<file path="config.mk">
export PLATFORM = sky130hd
export DESIGN_NAME = crc8_step
export DESIGN_NICKNAME = d
export VERILOG_FILES = /design/src/rtl/crc8_pkg.sv /design/src/rtl/crc8_step.sv
export SDC_FILE = /design/constraint.sdc
export NUM_CORES = 1
export LEC_CHECK = 0
export ABC_CLOCK_PERIOD_IN_PS = 1060
export CAP_MARGIN = 15
export CORE_AREA = 10 10 47 49
export DETAILED_ROUTE_END_ITERATION = 10
export DIE_AREA = 0 0 57 59
export PLACE_DENSITY = 0.56
export SYNTH_ARGS = -nofsm -noshare
export SYNTH_HDL_FRONTEND = slang
export SYNTH_SLANG_ARGS = --single-unit
</file>
<file path="constraint.sdc">
create_clock -name vclk -period 1.06
set_input_delay 0.159 -clock vclk [all_inputs]
set_output_delay 0.159 -clock vclk [all_outputs]
set_load 0.03 [all_outputs]
</file>
<file path="src/rtl/crc8_pkg.sv">
// Shared CRC-8 definitions: default polynomial, bytewise update function, checker FSM states.
package crc8_pkg;

    localparam logic [7:0] CRC8_POLY_DEFAULT = 8'h07;
    localparam logic [15:0] LEN_MAX = 16'hFFFF;

    typedef enum logic {
        IDLE,
        BODY
    } crc8_chk_state_t;

    // MSB-first, non-reflected update over one byte.
    function automatic logic [7:0] crc8_next(input logic [7:0] crc,
                                             input logic [7:0] data,
                                             input logic [7:0] poly);
        logic [7:0] c;
        c = crc ^ data;
        for (int i = 0; i < 8; i++) begin
            c = c[7] ? ({c[6:0], 1'b0} ^ poly) : {c[6:0], 1'b0};
        end
        return c;
    endfunction

    function automatic logic [15:0] sat_inc16(input logic [15:0] v);
        return (v == LEN_MAX) ? v : v + 16'd1;
    endfunction

endpackage

</file>
<file path="src/rtl/crc8_step.sv">
// Combinational single-byte CRC-8 update: xor the byte in, then eight shift/conditional-xor stages.
module crc8_step
    import crc8_pkg::*;
#(
    parameter logic [7:0] POLYNOMIAL = CRC8_POLY_DEFAULT
) (
    input  logic [7:0] crc_i,
    input  logic [7:0] data_i,
    output logic [7:0] crc_o
);

    logic [8:0][7:0] stage;

    assign stage[0] = crc_i ^ data_i;

    for (genvar i = 0; i < 8; i++) begin : g_stage
        assign stage[i+1] = stage[i][7] ? ({stage[i][6:0], 1'b0} ^ POLYNOMIAL)
                                        : {stage[i][6:0], 1'b0};
    end

    assign crc_o = stage[8];

endmodule

</file>
==> run summary <==
Starting DRC count in detailed routing: 0
Max-cap violations: 0
Number of fill cells: 109
Post-place setup slack: -0.713 ns
Layout Utilization: 64.7%
Overall die width: 57 µm
Post-synthesis net count: 37
Post-Route WL: 816 µm
Crit Path Max Fanout: 2
Number of antenna diodes: 0
Wire length of the first global-routing pass: 1390 µm
Post-detailed-placement half-perimeter wirelength: 804 µm
Power per Cell Area: 1250 nW/µm²
Final Non-Filler Cells: 69
Maximum cell stage delay along the critical path: 0.28 ns
Clock buffer instance count of the final layout: 0
Via count: 259
Shortest clock period the worst path allows after layout: 1.30 ns
First drt pass iteration count: 1
Antenna violations before repair: 0
Fraction of the yosys area taken by sequential cells: 0%
Worst-Margin Slew: 0.290 ns
Height of the chip: 59 µm
Final global-route overflow total: 0
Routed length per placed instance: 11.8 µm
Worst supply voltage drop on vdd: 0.000545 V
Kind of end point of the critical path: output pin
Setup repair after global routing missed its margin: yes
Startpoint-to-endpoint class of the critical path: primary input to output pin
Setup TNS Final: -1.47 ns
Result of the run: finished with violations
Final setup viols: 8
Kind of cell adding the most delay to the critical path: XOR/XNOR gates
Number of nets in the finished design: 71
Count of different cell masters after synthesis: 3
Hold WS: 0.854 ns
Via density: 3.75
Proportion of layout cells with a drive suffix above 1: 98.1%
Cells after Synth: 21
Cell type with the highest occurrence count on the critical path: xor2_4
Share of the clock period used by the worst path: 122%
DRC violation count after routing: 0
Core area: 1400 µm²
Cell area after synthesis: 206 µm²
Count of port buffers added during placement: 24
Post-synthesis to final-layout area growth: 339%
Antenna Nets Post-Route: 0
Yosys warning total: 0
Worst Path Required: 0.90 ns
Post-route cell area: 907 µm²
Critical path startpoint category: primary input
Post-layout worst setup margin: -0.236 ns
Total area of sequential cells: 0 µm²
Headroom to the max-slew limit: 80.7%
Final hold violation count: 0
Path category of the worst min-delay check: primary input to output pin
Signal arrival time at the worst endpoint: 1.14 ns
Via count of the first global-routing pass: 311
Rows: 14
Die outline area: 3360 µm²
Total placed cells including tap cells: 67
Seq Cell Count: 0
Cell area after placement: 808 µm²
Count of buffer and inverter cells on the critical path: 3
Routability Congestion: 0.628
Static Leakage: 0.362 nW
Critical path cell sequence: buf_8 -> xnor2_4 -> xor2_4 -> buf_12 -> xor2_4 -> buf_6
Violations in the final reports: negative setup slack
Number of hold buffers added after cts: 0
Overall global routing resource usage: 4.76%
Syn avg cell area: 9.83 µm²
Total power after layout: 1.14 mW
Max stage delay cell, worst path: xnor2_4
Number of pins exceeding their max-slew limit in the final report: 0
Number of placed I/O pins: 24
Initial Utilization: 14.7%
Pin count of the biggest net entering global routing: 4
Highest clock frequency the design can meet: 0.772 GHz
[path summary, 6_finish.rpt]
check	start	to	slack [ns]	depth (start not counted)
max	crc_i[6]	crc_o[6]	-0.24	6
min	crc_i[2]	crc_o[4]	0.85	5
[repair_timing]
| action | 4_1_cts | 5_1_grt |
|---|---|---|
| setup buffers | 4 | 0 |
| setup endpoints to repair | 8 | 8 |
| resized for setup | 93 | 5 |
| pin swaps | 19 | 8 |
[cell usage after synthesis]
cell type	count	share of area [%]
xnor2_1	10	42
xnor2_2	3	24
xor2_1	8	34
[cell usage in the layout (no fill, tap or decap)]
cell type / count
buf_12: 2
clkdlybuf4s15_2: 1
buf_8: 4
buf_2: 3
xor2_2: 1
clkdlybuf4s15_1: 1
buf_6: 16
xor2_4: 7
buf_4: 5
xnor2_2: 3
xnor2_4: 10
[cell families after synthesis]
kind of cell / count (synthesis) / share of synthesized area (%)
xor gates and xnor gates: 21 / 100
[cell type report]
type,instances,area (µm²),area share (%)
multi-input cells,21,533,58.8
well taps,16,20.0,2.21
repair buffers,32,354,39.0
[layer usage]
| metal | track usage (%) | wire, µm | share of wire [%] |
|---|---|---|---|
| met3 | 1.07 | 64 | 7.8 |
| met1 | 4.39 | 214 | 26 |
| met4 | 0 | 0 | 0 |
| met5 | 0 | 0 | 0 |
| met2 | 10.5 | 537 | 66 |
[where the power goes]
group / switching, mW / total (mW) / internal, mW
clock: 0 / 0 / 0
combinational: 0.527 / 1.14 / 0.609
sequential: 0 / 0 / 0
Power figures use the tool's default switching activity.
